**src/rtl/alu_issue_ctrl.sv**
```systemverilog
// Decode/issue front end for the MiniCPU: accepts instructions, reads the 8-entry register
// file, drives the external ALU, writes back, and returns each result on a response port.
module alu_issue_ctrl #(
  parameter int N = 16
) (
  input  logic         clk,
  input  logic         rst,
  input  logic         ins_valid,
  output logic         ins_ready,
  input  logic [15:0]  ins_data,
  output logic [N-1:0] alu_A,
  output logic [N-1:0] alu_B,
  output logic [3:0]   alu_opcode,
  input  logic [N-1:0] alu_result,
  input  logic [3:0]   alu_flags,
  output logic         res_valid,
  input  logic         res_ready,
  output logic [N-1:0] res_data,
  output logic [2:0]   res_rd,
  output logic [3:0]   flags_q,
  output logic         ill_op,
  output logic         halted
);

  typedef enum logic [1:0] {IDLE, EXEC, RESP} state_t;

  localparam logic [3:0] OP_LAST_ALU = 4'hA;
  localparam logic [3:0] OP_HALT     = 4'hE;
  localparam logic [3:0] OP_LOADI    = 4'hF;

  state_t       state_q, state_d;
  logic [N-1:0] regs_q [8];
  logic [N-1:0] regs_d [8];
  logic [3:0]   op_q, op_d;
  logic [2:0]   rd_q, rd_d;
  logic [8:0]   imm_q, imm_d;
  logic [N-1:0] alu_a_q, alu_a_d;
  logic [N-1:0] alu_b_q, alu_b_d;
  logic [3:0]   alu_op_q, alu_op_d;
  logic [N-1:0] res_data_q, res_data_d;
  logic [2:0]   res_rd_q, res_rd_d;
  logic [3:0]   flags_d;
  logic         ill_op_q, ill_op_d;
  logic         halted_q, halted_d;

  logic [3:0]   ins_op;
  logic [2:0]   ins_rs1, ins_rs2;
  logic         ins_ill;
  logic         accept;

  assign ins_op  = ins_data[15:12];
  assign ins_rs1 = ins_data[8:6];
  assign ins_rs2 = ins_data[5:3];
  assign ins_ill = (ins_op > OP_LAST_ALU) && (ins_op < OP_HALT);
  assign accept  = ins_valid && ins_ready;

  // State register and all datapath flops
  always_ff @(posedge clk) begin
    if (rst) begin
      state_q    <= IDLE;
      for (int i = 0; i < 8; i++) regs_q[i] <= '0;
      op_q       <= '0;
      rd_q       <= '0;
      imm_q      <= '0;
      alu_a_q    <= '0;
      alu_b_q    <= '0;
      alu_op_q   <= '0;
      res_data_q <= '0;
      res_rd_q   <= '0;
      flags_q    <= '0;
      ill_op_q   <= 1'b0;
      halted_q   <= 1'b0;
    end else begin
      state_q    <= state_d;
      regs_q     <= regs_d;
      op_q       <= op_d;
      rd_q       <= rd_d;
      imm_q      <= imm_d;
      alu_a_q    <= alu_a_d;
      alu_b_q    <= alu_b_d;
      alu_op_q   <= alu_op_d;
      res_data_q <= res_data_d;
      res_rd_q   <= res_rd_d;
      flags_q    <= flags_d;
      ill_op_q   <= ill_op_d;
      halted_q   <= halted_d;
    end
  end

  // Illegal opcodes are consumed in IDLE without leaving it
  always_comb begin
    state_d = state_q;
    case (state_q)
      IDLE:    if (accept && !ins_ill) state_d = EXEC;
      EXEC:    state_d = RESP;
      RESP:    if (res_ready) state_d = IDLE;
      default: state_d = IDLE;
    endcase
  end

  always_comb begin
    ins_ready  = (state_q == IDLE) && !halted_q;
    res_valid  = (state_q == RESP);
    alu_A      = alu_a_q;
    alu_B      = alu_b_q;
    alu_opcode = alu_op_q;
    res_data   = res_data_q;
    res_rd     = res_rd_q;
    ill_op     = ill_op_q;
    halted     = halted_q;
  end

  always_comb begin
    regs_d     = regs_q;
    op_d       = op_q;
    rd_d       = rd_q;
    imm_d      = imm_q;
    alu_a_d    = alu_a_q;
    alu_b_d    = alu_b_q;
    alu_op_d   = alu_op_q;
    res_data_d = res_data_q;
    res_rd_d   = res_rd_q;
    flags_d    = flags_q;
    ill_op_d   = 1'b0;
    halted_d   = halted_q;

    if (accept) begin
      if (ins_ill) begin
        ill_op_d = 1'b1;
      end else begin
        op_d     = ins_op;
        rd_d     = ins_data[11:9];
        imm_d    = ins_data[8:0];
        alu_a_d  = (ins_rs1 == 3'd0) ? '0 : regs_q[ins_rs1];
        alu_b_d  = (ins_rs2 == 3'd0) ? '0 : regs_q[ins_rs2];
        alu_op_d = ins_op;
      end
    end

    // R0 is never written, so it keeps reading zero
    if (state_q == EXEC) begin
      res_rd_d = rd_q;
      case (op_q)
        OP_LOADI: begin
          res_data_d = N'(imm_q);
          if (rd_q != 3'd0) regs_d[rd_q] = N'(imm_q);
        end
        OP_HALT: begin
          res_data_d = '0;
          halted_d   = 1'b1;
        end
        default: begin
          res_data_d = alu_result;
          flags_d    = alu_flags;
          if (rd_q != 3'd0) regs_d[rd_q] = alu_result;
        end
      endcase
    end
  end

endmodule

```
**config.mk**
```make
export PLATFORM = sky130hd
export DESIGN_NAME = alu_issue_ctrl
export DESIGN_NICKNAME = d
export VERILOG_FILES = /design/src/rtl/alu_issue_ctrl.sv
export SDC_FILE = /design/constraint.sdc
export NUM_CORES = 1
export LEC_CHECK = 0
export CAP_MARGIN = 10
export CORE_UTILIZATION = 45
export CTS_CLUSTER_SIZE = 12
export DETAILED_ROUTE_END_ITERATION = 16
export GPL_TIMING_DRIVEN = 0
export PLACE_DENSITY = 0.65
export SYNTH_ARGS = -nofsm -noshare
export SYNTH_HDL_FRONTEND = slang
export SYNTH_SLANG_ARGS = --single-unit
```
**constraint.sdc**
```tcl
create_clock -name clk -period 1.6 [get_ports clk]
set_input_delay 0.16 -clock clk [delete_from_list [all_inputs] [get_ports clk]]
set_output_delay 0.16 -clock clk [all_outputs]
set_load 0.1 [all_outputs]
```
== Word-level counts from Yosys, hierarchy flattened ==
Cells that the tools add are included.
Widths: inputs -> output; s select.

* Flip-flop bits (word level): 203
* Bits in latches: 0
* Bits in writable memories: 0
* ROM bits: 0
* Output and inout bits: 63
* Logic and storage cells: 76
* Memories kept: 0

* Add/subtract/negate cells: 0
* Multipliers: 0
* Divide/modulo/power cells: 0
* Order comparisons: 6
* Equal/unequal tests: 6
* Shift operators: 0
* Multiplexer cells: 20
* Bitwise logic cells: 7
* Reduce and logical (&&, ||, !) cells: 18

{| class="wikitable"
|+ Operators with widths
! kind !! number
|-
| $bwmux 128 || 2
|-
| $mux 128 || 2
|-
| $pmux 128 s2 || 1
|-
| $mux 16 || 7
|-
| $bmux 16 s3 || 2
|-
| $demux 16 s3 || 1
|-
| $pmux 16 s2 || 1
|-
| $ge 4x4->1 const B || 3
|-
| $not 3->4 || 3
|-
| $eq 4x4->1 const B || 2
|-
| $reduce_and 2->1 || 4
|-
| $logic_not 3->1 || 2
|-
| $pmux 2 s3 || 1
|-
| $logic_and 1x1->1 || 5
|-
| $gt 4x4->1 const B || 1
|-
| $lt 4x1->1 const B || 1
|-
| $lt 4x4->1 const B || 1
|-
| $mux 2 || 2
|-
| $not 1->1 || 4
|-
| $reduce_or 2->1 || 2
|-
| $reduce_and 3->1 || 1
|-
| $reduce_bool 3->1 || 1
|-
| $eq 2x1->1 const B || 1
|-
| $eq 2x2->1 const B || 1
|-
| 5 further kinds || 6
|}

== Longest topological paths before layout ==
Gate-level depths: netlist (run 1).

* Depth in word-level cells: 8
* Gate-level depth with buffers: 7
* Mapped depth without buffers: 4

== Worst setup path after synthesis (run 1) ==
No wires, ideal clock.

* Path kind: reg2reg
* From: reg halted_q, in the netlist halted
* To: reg imm_q[1]
* Data arrival time: 3110 ps
* Data required time: 1468 ps
* Setup slack: -1642 ps
* Stages on the path, launching flop included: 6
* Cells stage by stage: dfxtp_1 nor3_2 nand4_1 clkbuf_1 nand2_1 a21oi_1

* Cells in the longest elaborated chain, start to end: 4

{| class="wikitable"
|+ Ends and longest elaborated chain
! item !! RTL line !! text
|-
| start, declared || 44 || <nowiki>logic halted_q, halted_d;</nowiki>
|-
| start signal, assigned || 86 || <nowiki>halted_q <= halted_d;</nowiki>
|-
| $logic_not 1->1 || 102 || <nowiki>ins_ready = (state_q == IDLE) && !halted_q;</nowiki>
|-
| $logic_and 1x1->1 || 102 ||
|-
| net ins_ready || 9 || <nowiki>output logic ins_ready,</nowiki>
|-
| $logic_and 1x1->1 || 55 || <nowiki>assign accept = ins_valid && ins_ready;</nowiki>
|-
| $reduce_and 2->1 (no source line) || -- ||
|-
| end signal, assigned || 78 || <nowiki>imm_q <= imm_d;</nowiki>
|-
| end, declared || 36 || <nowiki>logic [8:0] imm_q, imm_d;</nowiki>
|}

The timed path passes the listed nets, and every way through them passes these cells.
A chain may end at the register's enable or synchronous reset.

==> results of run 1 <==
stage by stage:
step	worst slack [ns]	power (W)	instance area (µm²)
after detailed placement	-0.541	0.00712	10300
after global placement	-0.517	0.00711	10300
final	-0.0152	0.0114	11700
after CTS	-0.00200	0.0114	11300
after floorplan	-0.749	0.00652	9010
after global routing	-0.0407	0.0117	11700
worst min-delay path: stages:
cell      delay, ns
clkbuf_1       0.22
nand3_1        0.13
a21oi_1        0.05
path summary, 6_finish.rpt:
path                                startpoint           to  slack (ns)  cells after the start
worst max-delay path             alu_opcode[0]   regs_q[39]       -0.02                      6
worst min-delay path            alu_result[14]  regs_q[110]        0.17                      3
worst min register to register     res_data[5]  res_data[5]        0.45                      2
worst max register to register   alu_opcode[0]   regs_q[39]       -0.02                      6
synth_stat cells, types with 3 or more instances:
cell      number  area share (%)
dfxtp_1      187              42
nor2_1       139             5.8
nand2_1       89             3.7
a211oi_1      60             5.0
mux2i_1       52             5.8
a21oi_1       48             2.7
a32oi_1       41             4.0
a211oi_2      38             5.3
clkbuf_1      32             1.3
mux4_2        32             8.1
buf_2         31             1.7
a221o_1       15             1.7
mux2_2        15             1.9
nand3_1       15            0.84
buf_4         10            0.84
buf_6         10             1.3
o21ai_0       10            0.56
mux2i_4        8             2.0
a22oi_1        7            0.59
and3_1         5            0.35
o21ai_1        5            0.28
and2_1         4            0.28
and3b_1        3            0.29
buf_1          3            0.13
nor3b_2        3            0.42
state kept, by name, indices dropped and copies added (netlist names):
register and flops:
alu_A 16, alu_B 16, alu_opcode 4, flags_q 4
halted 1, ill_op 1, imm_q 9, rd_q 3
regs_q 112, res_data 16, res_rd 3, state_q 2
cells by family after synthesis:
group | after synthesis
and+or+nand+nor | 279
AOI/OAI and AO/OA | 225
DFF | 187
muxes | 107
buffers and inverters | 92
per-layer routing:
| layer | part of all wire (%) | wire (µm) | up-vias | global-route usage, % |
|---|---|---|---|---|
| li1 | - | - | 3590 | - |
| met1 | 44 | 12700 | 3846 | 40.2 |
| met2 | 45 | 12900 | 389 | 43.5 |
| met3 | 8.1 | 2320 | 37 | 5.77 |
| met4 | 2.1 | 599 | 0 | 7.81 |
| met5 | 0 | 0 | - | 0 |
cell type report:
type / instances / area (µm²)
clock inverter: 15 / 159
tap: 265 / 332
multi-input combinational: 611 / 4830
clock buffer: 17 / 425
buffer: 90 / 711
inverter: 1 / 3.75
fill: 1684 / 7780
timing repair buffer: 127 / 1450
sequential: 187 / 3780
cell usage in the layout (no fill, tap or decap), types with 4 or more instances in the layout:
cell             count
dfxtp_1            177
and2_1               4
a32oi_1             40
o21ai_1              5
mux4_2              32
dfxtp_4              8
nor2_2               5
nand3_2              7
buf_4               28
mux2i_4              9
nand2_1             89
a21oi_1             45
clkbuf_1            27
a221o_1             15
a211oi_2            48
a211oi_1            50
clkdlybuf4s15_2     58
clkbuf_16           20
mux2i_1             51
inv_6                5
and3_4               6
buf_2               13
buf_6               19
clkdlybuf4s50_1     31
buf_8                6
nand3_1              8
a22oi_1              7
o21ai_0             10
nor2_1             135
buf_12              16
clkbuf_4             6
mux2_2              15
timing repair:
item | 4_1_cts | 5_1_grt
hold buffers | 0 | 0
pin swaps | 2 | 19
gates cloned | 0 | 3
setup buffers | 21 | 9
endpoints found under the setup margin | 228 | 146
gates resized for setup | 228 | 64
power by group:
| group | total (W) | internal, W | switching (W) |
|---|---|---|---|
| Sequential | 0.00492 | 0.00480 | 0.000122 |
| Clock | 0.00424 | 0.00221 | 0.00204 |
| Combinational | 0.00225 | 0.000678 | 0.00157 |
==> metrics.cfg, run 1 <==
[setup_path]
cp_num_buf_inv = 3
cpLargestDelayFamily = buffers and inverters
setup.worst_path.end_class = flop
critPathRequiredTime_ns = 1.96
timing.critical_path.slowest_stage_cell = dfxtp_4
arrival_ns = 1.98
cp_max_fo = 10
timing.setup.critical_path_class = reg2reg
cpMostUsedCell = buf_12
cp_cell_sequence = nand4b_4 > buf_12 > and3_4 > buf_12 > clkbuf_16 > a211oi_2
critical-path-max-stage-delay_ns = 0.36
critPathLaunchType = flop

[logic_synthesis]
synth_sequential_area_ratio_pct = 41.9
synthArstFlopShare_pct = 0
synth_fa_ha_area_share_pct = 0
area_share_of_and_or_nand_nor_cells_after_synthesis_pct = 13.8
synth_compound_area_share_pct = 20.3
dominant_combinational_cell_family_by_area_after_synthesis = compound AO/OA/AOI/OAI gates
synth-edff-count = 0
synth_cell_type_count = 45
post_synth.cell_area_avg_um2 = 10.0
yosys_warnings = 0
mux_share_of_post_synthesis_cell_area_pct = 17.8
synth_xor_xnor_area_share_pct = 0
syn_inst = 890
synth.ff_latch_count = 187
nets_in_the_synthesized_netlist = 930
mappedNetlistArea_mm2 = 0.00894
postSynth.topFlopCell = dfxtp_1

[drt]
via_count = 7862
route.detailed.drc = 0
drt-vias-per-instance = 5.99
detailedRoute.firstIterationViolations = 903
route.antenna.remaining_nets = 0
wirelength_mm = 28.6
detail_route.first_pass.iterations = 5
drt-wirelength-per-cell_um = 21.8

[layout]
nets = 1075
post-route-util_pct = 60.0
diodes = 0
layout.cells.non_filler = 1313
layout-drive-gt1-share_pct = 32.1
synth_to_layout_area_growth_pct = 30.7

[floorplan]
core_area_mm2 = 0.0195
initial_utilization_pct = 45.9
fp.dieH_um = 143
die_width_um = 143
io_pins = 103
floorplan.rows = 51
floorplan.die_area_mm2 = 0.0204

[cts]
numClockSinks = 187
inserted_clock_buffers = 17
ctsLongestPathBuffers = 2
clock_tree_from_tritoncts = yes
clock-root-buffer = clkbuf_16
htree_levels = 4
clk_pin_slew_worst_paths_ns = 0.08
clkLatencyLatePin_ns = 0.45

[placed_design]
port_buffers = 94
numPlacedInstances = 1249
dp_hpwl_mm = 20.1
place.gp.congestion = 0.935

[timing]
fin_hold_ws_ns = 0.169
rsz_0062_raised_after_global_routing = yes
timing.slew.headroom_pct = 42.9
max_slew_violation_count = 0
timing.fmax_ghz = 0.619
finalHoldViolations = 0
period_minus_slack_ns = 1.62
finalClockSkew_ns = 0.0101
setup_total_negative_slack_ns = -0.0188
tightestPinTransition_ns = 0.857
setup_viol_count_final = 2
final.setup.worst_slack_ns = -0.0152
period_share_pct = 101

[power_and_ir_drop]
power.leakage_nw = 4.09
vdd_ir_drop_max_uv = 749
cellPowerDensity_mw_per_mm2 = 977

[hold_path]
hold_class = in2reg

[grt]
first_global_vias = 7131
grt_first_pass_wirelength_mm = 42.7
gr-usage-all-layers_pct = 28.3
grt_start_max_net_pins = 19
grt.overflow.total = 0
grt_antenna_before_repair = 0

[outcome]
violations = setup timing
run_status = finished with violations

[job]
max_cap_violations = 0

Power figures use the tool's default switching activity.
==> run 2, diff against run 1 <==
--- a/config.mk
+++ b/config.mk
@@ -10,6 +10,7 @@
 export CTS_CLUSTER_SIZE = 12
 export DETAILED_ROUTE_END_ITERATION = 16
 export GPL_TIMING_DRIVEN = 0
+export MAX_ROUTING_LAYER = met4
 export PLACE_DENSITY = 0.65
 export SYNTH_ARGS = -nofsm -noshare
 export SYNTH_HDL_FRONTEND = slang
==> run 2 against run 1 <==
Net effect: the run still ends with setup timing left; largest cell class unchanged; highest routed layer unchanged; critical path depth fell by 1; core utilization fell by 0.78 points; clock power up 7.5%; cell count shrank 0.53%; clock skew up 0.0045 ns; sequential cell count unchanged; critical path type unchanged; count of clock-buffer cells in the layout is 4 higher; power rose by 2.3%.
==> metrics.cfg, run 2 (synthesis gave the netlist of run 1 again) <==
[layout]
nets = 1068  ; -0.65%
largest-register = regs_q
largest_register_ffs = 112  ; unchanged
post-route-util_pct = 59.2  ; -0.78 points
nFillCells = 1678  ; -0.36%
layout.cells.non_filler = 1306  ; -0.53%
synth_to_layout_area_growth_pct = 29.0
layout-drive-gt1-share_pct = 30.4  ; -1.7 points
final_cell_mix = dfxtp_1 (177), nor2_1 (139), nand2_1 (89)
diodes = 0  ; unchanged
final_common_cell = dfxtp_1

[outcome]
run_status = finished with violations
violations = setup timing

[setup_path]
timing.rr.end = regs_q[85]
timing.rr.start = alu_opcode[0]
cp_max_fo = 10  ; unchanged
critPathRequiredTime_ns = 1.94  ; -0.02 ns
arrival_ns = 1.96  ; -0.02 ns
rrSetupSlack_ns = -0.02  ; about the same
crit_start = alu_opcode[0]
timing.setup.critical_path_class = reg2reg
setup.worst_path.end_class = flop
critPathLaunchType = flop
reg2regPathDepth = 5  ; -1

[drt]
via_count = 7691  ; -2.2%
detailedRoute.firstIterationViolations = 726  ; -20%
drt-vias-per-instance = 5.89  ; -1.7%
route.antenna.remaining_nets = 0  ; unchanged
detail_route.first_pass.iterations = 5  ; unchanged
drt-wirelength-per-cell_um = 21.4  ; -1.9%
wirelength_mm = 27.9  ; -2.4%
route.detailed.drc = 0  ; unchanged

[placed_design]
port_buffers = 94  ; unchanged
place.gp.congestion = 0.904  ; -3.3%
preCtsSetupSlack_ns = -0.519  ; +0.0225 ns
dp_hpwl_mm = 20.2  ; +0.18%
numPlacedInstances = 1249  ; unchanged

[timing]
period_share_pct = 101  ; +0.24 points
timing.slew.headroom_pct = 42.7  ; -0.13 points
fin_hold_ws_ns = 0.146  ; -0.0231 ns
max_slew_violation_count = 0  ; unchanged
final.setup.worst_slack_ns = -0.0190  ; -0.00379 ns
setup_total_negative_slack_ns = -0.0318  ; -0.0131 ns
tightestPinTransition_ns = 0.859  ; +0.00194 ns
timing.fmax_ghz = 0.618  ; -0.23%
rsz_0062_raised_after_global_routing = yes
finalHoldViolations = 0  ; unchanged
period_minus_slack_ns = 1.62  ; +0.00379 ns
setup_viol_count_final = 2  ; unchanged
finalClockSkew_ns = 0.0145  ; +0.00447 ns

[cts]
clk_pin_slew_worst_paths_ns = 0.08  ; about the same
clock-root-buffer = clkbuf_16
cts_hold_buffers = 0  ; unchanged
numClockSinks = 187  ; unchanged
inserted_clock_buffers = 17  ; unchanged
ctsLongestPathBuffers = 2  ; unchanged
htree_levels = 4  ; unchanged
clock_tree_from_tritoncts = yes
clkLatencyLatePin_ns = 0.45  ; about the same

[hold_path]
worstHoldPathCells = 3  ; unchanged
whs_endpoint = regs_q[110]
hold_class = in2reg
worst_hold_launch = alu_result[14]

[grt]
grt.overflow.total = 0  ; unchanged
grt_first_pass_wirelength_mm = 42.8  ; about the same
grt_antenna_before_repair = 0  ; unchanged
first_global_vias = 7179  ; +0.67%
grt_start_max_net_pins = 17  ; -2
gr-usage-all-layers_pct = 29.1  ; +0.76 points

[floorplan]
floorplan.rows = 51  ; unchanged
die_width_um = 143  ; unchanged
io_pins = 103  ; unchanged
core_area_mm2 = 0.0195  ; unchanged
initial_utilization_pct = 45.9  ; unchanged
floorplan.die_area_mm2 = 0.0204  ; unchanged
fp.dieH_um = 143  ; unchanged

[power_and_ir_drop]
power.leakage_nw = 4.03  ; -1.5%
vdd_ir_drop_max_uv = 764  ; +2.0%
cellPowerDensity_mw_per_mm2 = 1010  ; +3.7%

[job]
max_cap_violations = 0  ; unchanged

==> run 2: cell count changes in the layout (fill, tap and decap cells not counted), sizes merged <==
| cell | previous run | this run |
|---|---|---|
| buf | 84 | 83 |
| bufinv | 1 | 3 |
| clkinvlp | 0 | 2 |
| clkinv | 8 | 3 |
| inv | 7 | 4 |
| clkbuf | 57 | 55 |
==> run 2: how the worst max path moves through the flow <==
stage,end,slack [ns],depth (start not counted)
after floorplan,rd_q[0],-0.75,5
after global placement,alu_A[12],-0.52,7
final,regs_q[85],-0.02,5
after global routing,regs_q[66],-0.07,6
after detailed placement,alu_A[12],-0.52,6
after CTS,regs_q[16],-0.001,6
==> run 2: per-layer routing <==
metal | vias up | global-route usage (%) | routed length (µm)
met1 | 3802 | 39.7 | 12900
li1 | 3567 | - | -
met2 | 285 | 42.8 | 12300
met4 | 0 | 8.49 | 620
met5 | - | - | 0
met3 | 37 | 6.61 | 2110
==> run 2: critical path, stage by stage (launching register included) <==
cell      delay [ns]
dfxtp_4         0.37
nand4b_4        0.29
and3_4          0.25
buf_4           0.15
buf_4           0.19
a211oi_1        0.26
==> run 2: where the power goes <==
part | switching [W] | total, W | internal (W)
Combinational | 0.00154 | 0.00219 | 0.000646
Clock | 0.00195 | 0.00456 | 0.00261
Sequential | 0.000125 | 0.00493 | 0.00480
Total | 0.00362 | 0.0117 | 0.00806
==> run 2: repair_timing <==
action / 4_1_cts / 5_1_grt
setup buffers: 22 / 5
pin swaps: 4 / 8
gates resized for setup: 230 / 33
setup endpoints to repair: 222 / 95
gates cloned: 0 / 1
==> run 2: per-stage QoR <==
step | total power [W] | cell area [µm²]
floorplan | 0.00652 | 9010
global placement | 0.00710 | 10300
detailed placement | 0.00711 | 10300
CTS | 0.0116 | 11400
global route | 0.0120 | 11500
finish | 0.0117 | 11500
==> run 2: layout make-up <==
type	instances	area, µm²	area share [%]
Inverter	1	3.75	0.0326
Clock inverter	11	156	1.36
Buffer	88	659	5.72
Sequential cell	187	3780	32.7
Timing Repair Buffer	122	1360	11.8
Tap cell	265	332	2.88
Multi-Input combinational cell	611	4780	41.4
Clock buffer	21	470	4.08
